$ cat config.mk
export PLATFORM = sky130hd
export DESIGN_NAME = serial_alu
export DESIGN_NICKNAME = d
export VERILOG_FILES = /design/src/rtl/serial_alu.sv
export SDC_FILE = /design/constraint.sdc
export NUM_CORES = 1
export LEC_CHECK = 0
export ABC_AREA = 1
export BUFFER_PORTS_ARGS = -buffer_cell sky130_fd_sc_hd__buf_2
export CAP_MARGIN = 20
export CORE_MARGIN = 3
export CORE_UTILIZATION = 50
export DETAILED_ROUTE_END_ITERATION = 8
export PLACE_DENSITY = 0.77
export SYNTH_ARGS = -nofsm -noshare
export SYNTH_HDL_FRONTEND = slang
export SYNTH_SLANG_ARGS = --single-unit
$ cat constraint.sdc
create_clock -name clk -period 3.4 [get_ports clk]
set_clock_uncertainty 0.05 [all_clocks]
set_input_delay 0.68 -clock clk [delete_from_list [all_inputs] [get_ports clk]]
set_output_delay 0.68 -clock clk [all_outputs]
set_load 0.02 [all_outputs]
$ cat src/rtl/serial_alu.sv
// -----------------------------------------------------------------------------
// serial_alu
//
// Execution-stage ALU. Single-cycle arithmetic, logic, compare and jump-target
// operations; shifts are bit-serial (one bit per clock) behind a start/busy/done
// handshake so the core can stall while a shift runs.
//
// Build option:
//   SERIAL_ALU_BARREL_SHIFT_EN  - when defined, shifts use a combinational
//                                 barrel shifter, every op completes in one
//                                 edge and busy is tied low.
//
// Ports:
//   clk       rising-edge clock
//   rst       synchronous, active-high reset
//   start     operation request, accepted on a rising edge when busy=0
//   alu_sel   4-bit operation select from ALU control
//   a, b      operands (shift amount is b[SHAMT_W-1:0])
//   busy      high while a serial shift is in progress
//   done      one-cycle completion pulse
//   result    registered result, held between completions
//   zero      result == 0
//   carry     add carry-out / sub-compare "no borrow" (a >= b unsigned)
//   overflow  signed overflow for add/sub/compare
//   sign      result MSB
// -----------------------------------------------------------------------------
module serial_alu #(
    parameter int WIDTH   = 32,
    parameter int SHAMT_W = 5
) (
    input  logic             clk,
    input  logic             rst,
    input  logic             start,
    input  logic [3:0]       alu_sel,
    input  logic [WIDTH-1:0] a,
    input  logic [WIDTH-1:0] b,
    output logic             busy,
    output logic             done,
    output logic [WIDTH-1:0] result,
    output logic             zero,
    output logic             carry,
    output logic             overflow,
    output logic             sign
);

    localparam logic [3:0] OP_ADD  = 4'b0000;
    localparam logic [3:0] OP_SUB  = 4'b0001;
    localparam logic [3:0] OP_BR   = 4'b0010;
    localparam logic [3:0] OP_JAL  = 4'b0011;
    localparam logic [3:0] OP_JALR = 4'b1011;
    localparam logic [3:0] OP_AND  = 4'b0101;
    localparam logic [3:0] OP_OR   = 4'b0100;
    localparam logic [3:0] OP_XOR  = 4'b0111;
    localparam logic [3:0] OP_SRL  = 4'b1000;
    localparam logic [3:0] OP_SRA  = 4'b1010;
    localparam logic [3:0] OP_SLL  = 4'b1001;
    localparam logic [3:0] OP_SLT  = 4'b1101;
    localparam logic [3:0] OP_SLTU = 4'b1111;
    localparam logic [3:0] OP_LUI  = 4'b0110;

    // Single-edge evaluation. Returns {overflow, carry, result}.
    // In the serial build a shift only reaches this function with amount 0,
    // so the shift cases simply pass operand A through and no barrel shifter
    // is built.
    function automatic logic [WIDTH+1:0] alu_eval(
        input logic [3:0]       sel,
        input logic [WIDTH-1:0] op_a,
        input logic [WIDTH-1:0] op_b
    );
        logic [WIDTH:0]   sum;
        logic [WIDTH:0]   diff;
        logic [WIDTH-1:0] res;
        logic             c;
        logic             v;
        logic             lt_s;
        logic             lt_u;
`ifdef SERIAL_ALU_BARREL_SHIFT_EN
        logic [SHAMT_W-1:0] sh;
        sh = op_b[SHAMT_W-1:0];
`endif
        sum  = {1'b0, op_a} + {1'b0, op_b};
        diff = {1'b0, op_a} - {1'b0, op_b};
        lt_s = $signed(op_a) < $signed(op_b);
        lt_u = op_a < op_b;
        res  = '0;
        c    = 1'b0;
        v    = 1'b0;
        case (sel)
            OP_ADD: begin
                res = sum[WIDTH-1:0];
                c   = sum[WIDTH];
                v   = (op_a[WIDTH-1] == op_b[WIDTH-1]) && (sum[WIDTH-1] != op_a[WIDTH-1]);
            end
            OP_SUB, OP_BR: begin
                res = diff[WIDTH-1:0];
                // diff[WIDTH] is the borrow; carry reports "no borrow".
                c   = ~diff[WIDTH];
                v   = (op_a[WIDTH-1] != op_b[WIDTH-1]) && (diff[WIDTH-1] != op_a[WIDTH-1]);
            end
            OP_JAL:  res = sum[WIDTH-1:0];
            OP_JALR: res = {sum[WIDTH-1:1], 1'b0};
            OP_AND:  res = op_a & op_b;
            OP_OR:   res = op_a | op_b;
            OP_XOR:  res = op_a ^ op_b;
`ifdef SERIAL_ALU_BARREL_SHIFT_EN
            OP_SRL:  res = op_a >> sh;
            OP_SRA:  res = $unsigned($signed(op_a) >>> sh);
            OP_SLL:  res = op_a << sh;
`else
            OP_SRL, OP_SRA, OP_SLL: res = op_a;
`endif
            OP_SLT:  res = {{(WIDTH-1){1'b0}}, lt_s};
            OP_SLTU: res = {{(WIDTH-1){1'b0}}, lt_u};
            OP_LUI:  res = op_b;
            default: res = '0;
        endcase
        return {v, c, res};
    endfunction

    logic [WIDTH+1:0] eval_p0;

    assign eval_p0 = alu_eval(alu_sel, a, b);
    assign zero    = (result == '0);
    assign sign    = result[WIDTH-1];

`ifdef SERIAL_ALU_BARREL_SHIFT_EN

    assign busy = 1'b0;

    // Stage 0 -> 1: every operation registers its result on the accept edge.
    always_ff @(posedge clk) begin
        if (rst) begin
            result   <= '0;
            carry    <= 1'b0;
            overflow <= 1'b0;
            done     <= 1'b0;
        end else begin
            done <= start;
            if (start) begin
                {overflow, carry, result} <= eval_p0;
            end
        end
    end

`else

    typedef enum logic {S_IDLE, S_SHIFT} state_t;

    state_t             state;
    state_t             state_nxt;
    logic [WIDTH-1:0]   acc;
    logic [WIDTH-1:0]   acc_shift;
    logic [SHAMT_W-1:0] cnt;
    logic [1:0]         kind;
    logic               is_shift;
    logic               shamt_nz;
    logic               last_step;

    // Shift one bit. kind is alu_sel[1:0]: 00 SRL, 01 SLL, 10 SRA.
    function automatic logic [WIDTH-1:0] shift_one(
        input logic [1:0]       k,
        input logic [WIDTH-1:0] v
    );
        logic [WIDTH-1:0] r;
        case (k)
            2'b01:   r = {v[WIDTH-2:0], 1'b0};
            2'b10:   r = {v[WIDTH-1], v[WIDTH-1:1]};
            default: r = {1'b0, v[WIDTH-1:1]};
        endcase
        return r;
    endfunction

    assign is_shift  = (alu_sel == OP_SRL) || (alu_sel == OP_SRA) || (alu_sel == OP_SLL);
    assign shamt_nz  = |b[SHAMT_W-1:0];
    assign acc_shift = shift_one(kind, acc);
    assign last_step = (cnt == SHAMT_W'(1));

    // State register.
    always_ff @(posedge clk) begin
        if (rst) begin
            state <= S_IDLE;
        end else begin
            state <= state_nxt;
        end
    end

    // Next-state logic. busy is low in IDLE, so start alone means acceptance.
    always_comb begin
        state_nxt = state;
        case (state)
            S_IDLE:  if (start && is_shift && shamt_nz) state_nxt = S_SHIFT;
            S_SHIFT: if (last_step) state_nxt = S_IDLE;
            default: state_nxt = S_IDLE;
        endcase
    end

    // Output logic.
    always_comb begin
        busy = (state == S_SHIFT);
    end

    // Stage 0 -> 1: accept, single-edge result or load of the shift engine.
    // Shift stages: one bit per edge until the counter reaches zero.
    always_ff @(posedge clk) begin
        if (rst) begin
            result   <= '0;
            carry    <= 1'b0;
            overflow <= 1'b0;
            done     <= 1'b0;
            acc      <= '0;
            cnt      <= '0;
            kind     <= 2'b00;
        end else begin
            done <= 1'b0;
            case (state)
                S_IDLE: begin
                    if (start) begin
                        if (is_shift && shamt_nz) begin
                            acc  <= a;
                            cnt  <= b[SHAMT_W-1:0];
                            kind <= alu_sel[1:0];
                        end else begin
                            {overflow, carry, result} <= eval_p0;
                            done <= 1'b1;
                        end
                    end
                end
                S_SHIFT: begin
                    acc <= acc_shift;
                    cnt <= cnt - SHAMT_W'(1);
                    if (last_step) begin
                        result   <= acc_shift;
                        carry    <= 1'b0;
                        overflow <= 1'b0;
                        done     <= 1'b1;
                    end
                end
                default: ;
            endcase
        end
    end

`endif

endmodule
# Word level (Yosys, flattened, before mapping)
# Index checks and enable logic that the tools add are counted.
# W data, S select, Z words.
# word_totals
inputBits	71
output_inout_bits	38
elab_cells	86
register_bits	75
# op_classes
n_reduce_logical	16
n_mux	28
magnitude_cmp	2
eq_ne	24
bitwise_logic	5
n_addsub	3
# op_table
operator	n
$pmux W32 S10	1
$pmux W32 S2	3
$mux W32	5
$lt A32 B32 Y1	2
$add A32 B32 Y33	1
$sub A32 B32 Y33	1
$and A32 B32 Y32	1
$logic_not A32 Y1	1
$or A32 B32 Y32	1
$xor A32 B32 Y32	1
$eq A4 B4 Y1 const B	6
$eq A4 B3 Y1 const B	4
$pmux W1 S2	6
$mux W1	10
$mux W5	2
$pmux W5 S2	1
$eq A4 B2 Y1 const B	2
$ne A2 B2 Y1 const B	3
$reduce_and A3 Y1	2
$eq A5 B1 Y1 const B	1
$logic_and A1 B1 Y1	5
$reduce_or A5 Y1	1
$sub A5 B1 Y5 const B	1
$eq A4 B1 Y1 const B	1
11 further kinds	16

# Longest topological paths before layout
# Gate-level depths: netlist of run 1.
# logic_depth
word_depth	7
ltp_mapped	19
depth_no_buf	18

# Least setup slack after synthesis of run 1
# Ideal clock, no wire load.
# synth_timing
kind	in2reg
from	input a[0]
to	register result[0]
path_stages	17
t_arrival_ns	2.232
setup_ns	0.119
required_ns	3.231
slack_ns	0.998
n_path_buf	0
cell_sequence	inv_1 -> ha_1 -> fa_1 -> nor2_1 -> nand2_1 -> nand3_2 -> nand2_1 -> nand2_1 -> nand2_1 -> nand2_1 -> nand2_1 -> nand2_1 -> nand2_1 -> nand3_1 -> nand2_1 -> nand2_1 -> a21oi_1
# synth_via
elab_chain_len	5
word_cells_on_any_way	11
classes_between	add/sub: 2; order compare: 2; mux: 4; bitwise: 3
# synth_rtl
element	line	rtl
start, declared	35	input logic [WIDTH-1:0] a,
$add A32 B32 Y33, or another cell as far along	81	sum = {1'b0, op_a} + {1'b0, op_b};
$pmux W32 S10 *	88	case (sel)
$mux W32 *	218	if (is_shift && shamt_nz) begin
$mux W32 *	217	if (start) begin
$pmux W32 S2 *	215	case (state)
end signal, assigned	223	{overflow, carry, result} <= eval_p0;
end signal, assigned	232	result <= acc_shift;
end, declared	39	output logic [WIDTH-1:0] result,
# Mark *: on every way between the ends. The rest lies on a longest branch, timed or not. The select of a mux whose other input is x is not followed.
# A chain may end at the register's enable or synchronous reset.

# Worst setup path after layout of run 1
# layout_timing
from	input b[0]
to	register carry
# layout_via
elab_chain_len	6
word_cells_on_any_way	11
classes_between	add/sub: 2; eq/ne: 1; mux: 4; bitwise: 1; reduce/logical: 3
# layout_rtl
element	line	rtl
start, declared	36	input logic [WIDTH-1:0] b,
$sub A32 B32 Y33	82	diff = {1'b0, op_a} - {1'b0, op_b};
$not A1 Y1	97	c = ~diff[WIDTH];
$pmux W1 S2	88	
$mux W1	218	
$mux W1	217	
$pmux W1 S2	215	
end signal, assigned	223	
end, declared	41	output logic carry,
# Several ways; a longest one is shown, not always the timed one. The select of a mux whose other input is x is not followed.

==> impl_metrics.prom, run 1 <==
# TYPE chip_impl_metric gauge
chip_impl_info{name="run_status",value="completed"} 1
chip_impl_metric{name="antenna_found_initial",unit=""} 0
chip_impl_metric{name="count_of_clock_tree_sinks",unit=""} 75
chip_impl_info{name="r2r_end",value="acc[16]"} 1
chip_impl_metric{name="pre_antenna_drt_iters",unit=""} 6
chip_impl_metric{name="finalCritPeriodShare",unit="%"} 86.09
chip_impl_metric{name="hold_violations",unit=""} 0
chip_impl_metric{name="wl_per_cell",unit="µm"} 19.74
chip_impl_info{name="most-common-layout-cells",value="519 x nand2_1, 321 x inv_1, 168 x nor2_1, 131 x nand3_1, 128 x a21oi_1"} 1
chip_impl_metric{name="clk_pin_slew",unit="ns"} 0.06
chip_impl_metric{name="cp_num_buf_inv",unit=""} 3
chip_impl_metric{name="setup_total_negative_slack",unit="ns"} 0
chip_impl_info{name="hold_start",value="carry"} 1
chip_impl_metric{name="postRouteWirelength",unit="mm"} 43.70
chip_impl_metric{name="grt_first_pass_wirelength",unit="mm"} 65.83
chip_impl_metric{name="setup_viol_count_final",unit=""} 0
chip_impl_metric{name="n_fill_cell",unit=""} 2204
chip_impl_metric{name="timing_worst_slew_pin_value",unit="ns"} 0.8914
chip_impl_metric{name="post-cts-setup-buffers",unit=""} 0
chip_impl_metric{name="mappedNetlistArea",unit="mm²"} 0.01036
chip_impl_info{name="worstSetupEndpointType",value="flop"} 1
chip_impl_metric{name="critical_path_maximum_fanout",unit=""} 5
chip_impl_metric{name="post_drt_via_cell_ratio",unit=""} 5.950
chip_impl_metric{name="grt_usage",unit="%"} 37.90
chip_impl_metric{name="yosysSeqAreaShare",unit="%"} 14.49
chip_impl_metric{name="clk_latency",unit="ns"} 0.34
chip_impl_metric{name="worst_endpoint_data_arrival_time",unit="ns"} 3.14
chip_impl_metric{name="min_path_cells",unit=""} 2
chip_impl_info{name="worst_path_most_repeated_cell",value="nand2_1"} 1
chip_impl_metric{name="cts_made_buffers",unit=""} 9
chip_impl_metric{name="grt_pass1_vias",unit=""} 11985
chip_impl_info{name="worst_hold_path.endpoint",value="carry"} 1
chip_impl_metric{name="htree_num_levels",unit=""} 3
chip_impl_metric{name="synthesis.yosys.warnings",unit=""} 0
chip_impl_info{name="crit_chain",value="buf_2 -> ha_1 -> inv_1 -> fa_1 -> inv_1 -> nand2_1 -> nand3_1 -> nand2_1 -> nand2_2 -> nand2_1 -> nand2_1 -> nand3_1 -> nand2_1 -> nand2_1 -> nand2_1 -> nand2_1 -> a21oi_1"} 1
chip_impl_info{name="critical-path-top-delay-family",value="simple AND/OR/NAND/NOR gates"} 1
chip_impl_info{name="rsz0062_at_grt",value="no"} 1
chip_impl_info{name="worst_r2r_startpoint",value="busy"} 1
chip_impl_metric{name="dp_hpwl",unit="mm"} 35.00
chip_impl_metric{name="ir_worst_vdd",unit="µV"} 221.0
chip_impl_metric{name="finalCriticalPeriod",unit="ns"} 2.927
chip_impl_metric{name="asyncSetResetFlopFracSynth",unit="%"} 0
chip_impl_metric{name="final_net_count",unit=""} 2113
chip_impl_metric{name="die_w",unit="µm"} 149.9
chip_impl_metric{name="floorplan.die_area",unit="mm²"} 0.02248
chip_impl_metric{name="synth-seq-cells",unit=""} 75
chip_impl_metric{name="total_power",unit="mW"} 3.573
chip_impl_metric{name="power.static_leakage",unit="nW"} 6.307
chip_impl_metric{name="placeableCoreArea",unit="mm²"} 0.02030
chip_impl_info{name="min-delay-path-class",value="reg2reg"} 1
chip_impl_metric{name="drc",unit=""} 0
chip_impl_info{name="synth-main-ff-cell",value="dfxtp_1"} 1
chip_impl_metric{name="initial_core_util",unit="%"} 51.03
chip_impl_metric{name="path_depth",unit=""} 17
chip_impl_info{name="cts-root-buf",value="clkbuf_16"} 1
chip_impl_metric{name="share_of_post_route_cells_with_drive_strength_above_1",unit="%"} 10.19
chip_impl_metric{name="port_buffers",unit=""} 108
chip_impl_metric{name="syn_inst",unit=""} 1855
chip_impl_metric{name="synth_top_area_share",unit="%"} 18.81
chip_impl_metric{name="synth-edff-count",unit=""} 0
chip_impl_metric{name="placementRows",unit=""} 52
chip_impl_info{name="timing.setup.critical_path_class",value="in2reg"} 1
chip_impl_metric{name="cts_hold_repair.buffers",unit=""} 0
chip_impl_metric{name="fin_worst_hold_slack",unit="ns"} 0.4211
chip_impl_metric{name="synthesis.area_per_instance",unit="µm²"} 5.584
chip_impl_metric{name="stdcell_count",unit=""} 2214
chip_impl_metric{name="post_cts_resized",unit=""} 0
chip_impl_metric{name="mappedNetlistNets",unit=""} 2028
chip_impl_metric{name="cellPowerDensity",unit="mW/mm²"} 311.1
chip_impl_metric{name="final_antenna_net_count",unit=""} 0
chip_impl_metric{name="drt_iter0_markers",unit=""} 1346
chip_impl_metric{name="slew_viol_final",unit=""} 0
chip_impl_info{name="crit_slowest_cell",value="fa_1"} 1
chip_impl_metric{name="maxClockFrequency",unit="MHz"} 341.6
chip_impl_metric{name="relSlewSlack",unit="%"} 40.36
chip_impl_metric{name="post-place-cells",unit=""} 2199
chip_impl_metric{name="crit_path_max_incr_delay",unit="ns"} 0.43
chip_impl_metric{name="die_h",unit="µm"} 149.9
chip_impl_metric{name="drv_cap",unit=""} 0
chip_impl_info{name="clock_tree_from_tritoncts",value="done"} 1
chip_impl_metric{name="critical_path_rt",unit="ns"} 3.62
chip_impl_metric{name="io_pins",unit=""} 109
chip_impl_info{name="layout_commonest_cell",value="nand2_1"} 1
chip_impl_info{name="netlist.top_cell.by_area",value="nand2_1"} 1
chip_impl_metric{name="grt_overflow_total",unit=""} 0
chip_impl_metric{name="ff2ff_setup_slack",unit="ns"} 0.80
chip_impl_metric{name="n_antenna_cell",unit=""} 0
chip_impl_metric{name="area_delta_synth_final",unit="%"} 10.88
chip_impl_metric{name="clock_path_buffers",unit=""} 2
chip_impl_metric{name="ys_types",unit=""} 52
chip_impl_metric{name="pin_count_of_the_biggest_net_entering_global_routing",unit=""} 45
chip_impl_metric{name="reg2regPathDepth",unit=""} 7
chip_impl_info{name="setup.worst_path.start_class",value="primary input"} 1
chip_impl_metric{name="overall_via_count_from_detail_route",unit=""} 13173
chip_impl_metric{name="final_weighted_congestion_in_routability_driven_placement",unit=""} 1.148
chip_impl_info{name="synth.top_cells.by_area",value="nand2_1 19%, dfxtp_1 14%, ha_1 12%, inv_1 12%, nand3_1 6.3%"} 1
## logic make-up after synthesis
logic type | Yosys count | synth area share (%)
fa+ha+maj | 102 | 12.47
flops | 75 | 14.49
compound gates | 375 | 21.01
simple gates | 892 | 35.98
buf+inv | 407 | 15.71
xor+xnor | 4 | 0.3382
## cells in the mapped netlist (4+ instances only)
master,n
nand2_1,519
inv_1,321
nor2_1,168
nand3_1,131
a21oi_1,128
ha_1,100
dfxtp_1,75
o21ai_0,75
o22ai_1,62
buf_2,39
a31oi_1,32
a211oi_1,23
clkbuf_1,21
o21ai_1,18
nand4_1,16
nor3_1,15
inv_2,11
a32oi_1,10
nor4_1,10
nand2_2,8
o211ai_1,8
buf_4,6
o21bai_1,6
and2_1,5
xor2_1,4
## registers in the layout, summed over array words and instances, names as in the netlist
name	cells
carry	1
cnt	5
overflow	1
result	32
kind	2
acc	32
done	1
busy	1
## how the worst max path moves through the flow
| stage | endpoint | slack [ns] | from |
|---|---|---|---|
| floorplan | result[0] | 1.0 | a[0] |
| global placement | carry | 0.25 | b[0] |
| detailed placement | result[20] | 0.23 | b[0] |
| CTS | result[20] | 0.56 | b[0] |
| global route | carry | 0.32 | b[0] |
| finish | carry | 0.47 | b[0] |
## where the power goes
| part | leakage [nW] | switching [mW] | internal (mW) |
|---|---|---|---|
| combinational | 5.55 | 1.12 | 0.474 |
| sequential | 0.616 | 0.0589 | 0.951 |
| clock | 0.144 | 0.369 | 0.602 |
## final cells by class
class / count / area [µm²] / share of cell area (%)
inverter: 334 / 1256 / 10.94
timing repair buffer: 147 / 858.3 / 7.473
clock inverter: 4 / 50.05 / 0.4357
clock buffer: 11 / 252.7 / 2.200
tap: 270 / 337.8 / 2.941
sequential: 75 / 1501 / 13.07
multi-input combinational: 1373 / 7229 / 62.94
## worst reg2reg max path, delay by kind of cell, from the launching register on
family | cells | cell delay (ns)
DFF | 1 | 0.30
and+or+nand+nor | 1 | 0.77
buffers and inverters | 3 | 0.91
AOI/OAI and AO/OA | 3 | 0.51
## through the flow
| stage | setup WS [ns] | instance area, µm² | util, % |
|---|---|---|---|
| floorplan | 0.9982 | 10360 | - |
| global placement | 0.2458 | 11180 | 55.09 |
| detailed placement | 0.2274 | 11180 | 55.09 |
| CTS | 0.5604 | 11490 | 56.58 |
| global route | 0.3185 | 11490 | 56.58 |
| finish | 0.4728 | 11490 | 56.58 |
## routing by layer
layer / routed length (µm) / GRT usage [%]
met5: 0 / 0
met4: 4336 / 29.87
met3: 4591 / 6.178
met2: 18430 / 58.23
met1: 16340 / 46.89
Note: power is estimated with default switching activity, not from simulation.
==> run 2: changes to the inputs <==
--- a/config.mk
+++ b/config.mk
@@ -6,12 +6,15 @@
 export NUM_CORES = 1
 export LEC_CHECK = 0
 export ABC_AREA = 1
+export ABC_CLOCK_PERIOD_IN_PS = 3400
 export BUFFER_PORTS_ARGS = -buffer_cell sky130_fd_sc_hd__buf_2
 export CAP_MARGIN = 20
+export CELL_PAD_IN_SITES_DETAIL_PLACEMENT = 0
+export CELL_PAD_IN_SITES_GLOBAL_PLACEMENT = 2
 export CORE_MARGIN = 3
-export CORE_UTILIZATION = 50
+export CORE_UTILIZATION = 34
 export DETAILED_ROUTE_END_ITERATION = 8
-export PLACE_DENSITY = 0.77
+export PLACE_DENSITY = 0.95
 export SYNTH_ARGS = -nofsm -noshare
 export SYNTH_HDL_FRONTEND = slang
 export SYNTH_SLANG_ARGS = --single-unit
==> run 2 against run 1 <==
Against the previous run:
- clock power decreased by 7.3%
- non-clock buffer count increased by 21
- sequential power about the same
- worst setup slack improved by 0.023 ns
- wire length increased by 12%
- first-iteration DRC count decreased by 2.4%
- power decreased by 0.22%
- fmax increased by 0.80%
- via count decreased by 3.3%
- core utilization decreased by 17 points
- global-route usage decreased by 8.9 points
- count of clock-buffer cells in the layout increased by 3
- largest power group unchanged
- highest routed layer is now met5
==> impl_metrics.prom, run 2 (synthesis results as in run 1) <==
# TYPE chip_impl_metric gauge
chip_impl_metric{name="area_delta_synth_final",unit="%"} 13.33
chip_impl_metric{name="finalCoreUtilization",unit="%"} 39.40
chip_impl_metric{name="reg2regPathDepth",unit=""} 9
chip_impl_metric{name="total_power",unit="mW"} 3.565
chip_impl_metric{name="clk_pin_slew",unit="ns"} 0.06
chip_impl_metric{name="placeableCoreArea",unit="mm²"} 0.02980
chip_impl_metric{name="port_buffers",unit=""} 108
chip_impl_metric{name="worst_endpoint_data_arrival_time",unit="ns"} 3.08
chip_impl_metric{name="final_weighted_congestion_in_routability_driven_placement",unit=""} 1.009
chip_impl_info{name="largestRegisters",value="acc (32), result (32), cnt (5)"} 1
chip_impl_metric{name="n_antenna_cell",unit=""} 0
chip_impl_metric{name="die_h",unit="µm"} 180.5
chip_impl_info{name="worst_r2r_startpoint",value="kind[0]"} 1
chip_impl_info{name="worst_path_most_repeated_cell",value="nand2_1"} 1
chip_impl_metric{name="placement.setup.worst_slack",unit="ns"} 0.1880
chip_impl_metric{name="post-place-cells",unit=""} 2340
chip_impl_metric{name="grt_pass1_vias",unit=""} 11954
chip_impl_metric{name="floorplan.die_area",unit="mm²"} 0.03260
chip_impl_info{name="r2r_end",value="acc[27]"} 1
chip_impl_metric{name="grt_first_pass_wirelength",unit="mm"} 72.57
chip_impl_metric{name="setup_viol_count_final",unit=""} 0
chip_impl_metric{name="cellPowerDensity",unit="mW/mm²"} 303.7
chip_impl_metric{name="relSlewSlack",unit="%"} 37.86
chip_impl_metric{name="layout_setup_ws",unit="ns"} 0.4960
chip_impl_info{name="layout_commonest_cell",value="nand2_1"} 1
chip_impl_metric{name="drt_iter0_markers",unit=""} 1314
chip_impl_metric{name="wl_per_cell",unit="µm"} 20.74
chip_impl_metric{name="finish.instance_area",unit="mm²"} 0.01174
chip_impl_info{name="worst_setup_path_startpoint",value="b[0]"} 1
chip_impl_metric{name="drc",unit=""} 0
chip_impl_metric{name="drv_cap",unit=""} 0
chip_impl_metric{name="hold_violations",unit=""} 0
chip_impl_metric{name="grt_overflow_total",unit=""} 0
chip_impl_metric{name="final_antenna_net_count",unit=""} 0
chip_impl_metric{name="maxClockFrequency",unit="MHz"} 344.4
chip_impl_metric{name="dpl_cell_area",unit="mm²"} 0.01147
chip_impl_metric{name="final_net_count",unit=""} 2134
chip_impl_metric{name="post_drt_via_cell_ratio",unit=""} 5.409
chip_impl_metric{name="slew_viol_final",unit=""} 0
chip_impl_info{name="min-delay-path-class",value="reg2reg"} 1
chip_impl_metric{name="internal_power",unit="mW"} 1.978
chip_impl_info{name="crit_slowest_cell",value="fa_1"} 1
chip_impl_metric{name="share_of_post_route_cells_with_drive_strength_above_1",unit="%"} 11.04
chip_impl_metric{name="share_clk_of_total_power",unit="%"} 25.3
chip_impl_metric{name="power.net_switching",unit="mW"} 1.587
chip_impl_metric{name="seqPwrFrac",unit="%"} 28.3
chip_impl_info{name="crit_chain",value="buf_2 -> ha_1 -> inv_1 -> fa_1 -> inv_1 -> nand2_1 -> nand3_1 -> nand2_1 -> nand2_1 -> nand2_1 -> nand3_1 -> nand2_1 -> nand3_1 -> nand3_1 -> nand2_1 -> a21oi_1"} 1
chip_impl_metric{name="placementRows",unit=""} 63
chip_impl_metric{name="overall_via_count_from_detail_route",unit=""} 12744
chip_impl_metric{name="ir_worst_vdd",unit="µV"} 268.1
chip_impl_metric{name="post-cts-setup-buffers",unit=""} 0
chip_impl_metric{name="clock_path_buffers",unit=""} 2
chip_impl_metric{name="stdcell_count",unit=""} 2356
chip_impl_metric{name="pin_count_of_the_biggest_net_entering_global_routing",unit=""} 59
chip_impl_info{name="crit_end",value="result[26]"} 1
chip_impl_metric{name="cts_made_buffers",unit=""} 9
chip_impl_metric{name="timing_worst_slew_pin_value",unit="ns"} 0.9270
chip_impl_metric{name="postRouteWirelength",unit="mm"} 48.87
chip_impl_metric{name="power.share.switching",unit="%"} 44.52
chip_impl_info{name="most-common-layout-cells",value="519 x nand2_1, 321 x inv_1, 168 x nor2_1, 131 x nand3_1, 128 x a21oi_1"} 1
chip_impl_metric{name="finalCritPeriodShare",unit="%"} 85.41
chip_impl_metric{name="die_w",unit="µm"} 180.5
chip_impl_metric{name="initial_core_util",unit="%"} 34.77
chip_impl_metric{name="critical_path_maximum_fanout",unit=""} 5
chip_impl_metric{name="pre_antenna_drt_iters",unit=""} 5
chip_impl_metric{name="clk_latency",unit="ns"} 0.34
chip_impl_metric{name="count_of_clock_tree_sinks",unit=""} 75
chip_impl_metric{name="cts_hold_repair.buffers",unit=""} 0
chip_impl_metric{name="comb_power_share",unit="%"} 46.4
chip_impl_metric{name="antenna_found_initial",unit=""} 1
chip_impl_metric{name="setup_total_negative_slack",unit="ns"} 0
chip_impl_info{name="run_status",value="completed"} 1
chip_impl_metric{name="post_cts_resized",unit=""} 0
chip_impl_metric{name="crit_path_max_incr_delay",unit="ns"} 0.44
chip_impl_metric{name="htree_num_levels",unit=""} 3
chip_impl_metric{name="io_pins",unit=""} 109
chip_impl_metric{name="critical_path_rt",unit="ns"} 3.58
chip_impl_info{name="rsz0062_at_grt",value="no"} 1
chip_impl_metric{name="ff2ff_setup_slack",unit="ns"} 0.87
chip_impl_metric{name="grt_usage",unit="%"} 28.98
chip_impl_info{name="setup.worst_path.start_class",value="primary input"} 1
chip_impl_info{name="timing.setup.critical_path_class",value="in2reg"} 1
chip_impl_info{name="worstSetupEndpointType",value="flop"} 1
chip_impl_metric{name="finalCriticalPeriod",unit="ns"} 2.904
chip_impl_metric{name="fin_worst_hold_slack",unit="ns"} 0.4360
chip_impl_metric{name="power.static_leakage",unit="nW"} 6.385
chip_impl_info{name="clock_tree_from_tritoncts",value="done"} 1
chip_impl_metric{name="dp_hpwl",unit="mm"} 40.09
chip_impl_info{name="cts-root-buf",value="clkbuf_16"} 1
-- run 2: cell count changes in the layout (fill, tap and decap cells not counted), sizes merged --
| cell | before | now |
|---|---|---|
| buf | 147 | 168 |
| bufinv | 1 | 0 |
| clkbuf | 11 | 14 |
| clkinv | 2 | 3 |
| clkinvlp | 2 | 0 |
-- run 2: power by group through the flow --
| stage | combinational, mW | sequential [mW] | clock, mW |
|---|---|---|---|
| floorplan | 0.965 | 1.06 | 0 |
| CTS | 1.63 | 1.01 | 0.907 |
| finish | 1.66 | 1.01 | 0.901 |
| global route | 1.81 | 1.02 | 0.961 |
| global placement | 1.62 | 1.02 | 0 |
| detailed placement | 1.62 | 1.02 | 0 |
-- run 2: how the worst min path moves through the flow --
stage	start	to	slack (ns)	depth (start not counted)
2_1_floorplan	acc[0]	acc[0]	0.39	2
3_3_place_gp	acc[0]	acc[0]	0.41	2
3_5_place_dp	kind[0]	kind[0]	0.43	2
4_1_cts	kind[0]	kind[0]	0.44	2
5_1_grt	kind[0]	kind[0]	0.46	2
6_report	kind[1]	kind[1]	0.44	2
-- run 2: per-layer routing --
metal	track usage, %	part of all wire (%)	up-vias	wire [µm]
li1	-	-	6218	-
met1	37.07	42	5926	20660
met2	47.34	46	499	22240
met3	4.643	6.4	99	3132
met4	14.43	5.8	2	2826
met5	0	0.027	-	13
-- run 2: worst max-delay path: cells and delay by family --
family	cells	cell delay, ns
AND/OR/NAND/NOR	10	1.12
adder cells (fa/ha/maj)	2	0.76
buffers and inverters	3	0.46
AO/OA/AOI/OAI	1	0.06
-- run 2: final cells by class --
type | count | area, µm²
repair buffers | 168 | 991.0
well taps | 390 | 488.0
flip-flops and latches | 75 | 1501
fillers | 3469 | 18060
clock buffers | 14 | 264.0
inverters | 334 | 1256
multi-input cells | 1373 | 7229
clock inverters | 2 | 10.01
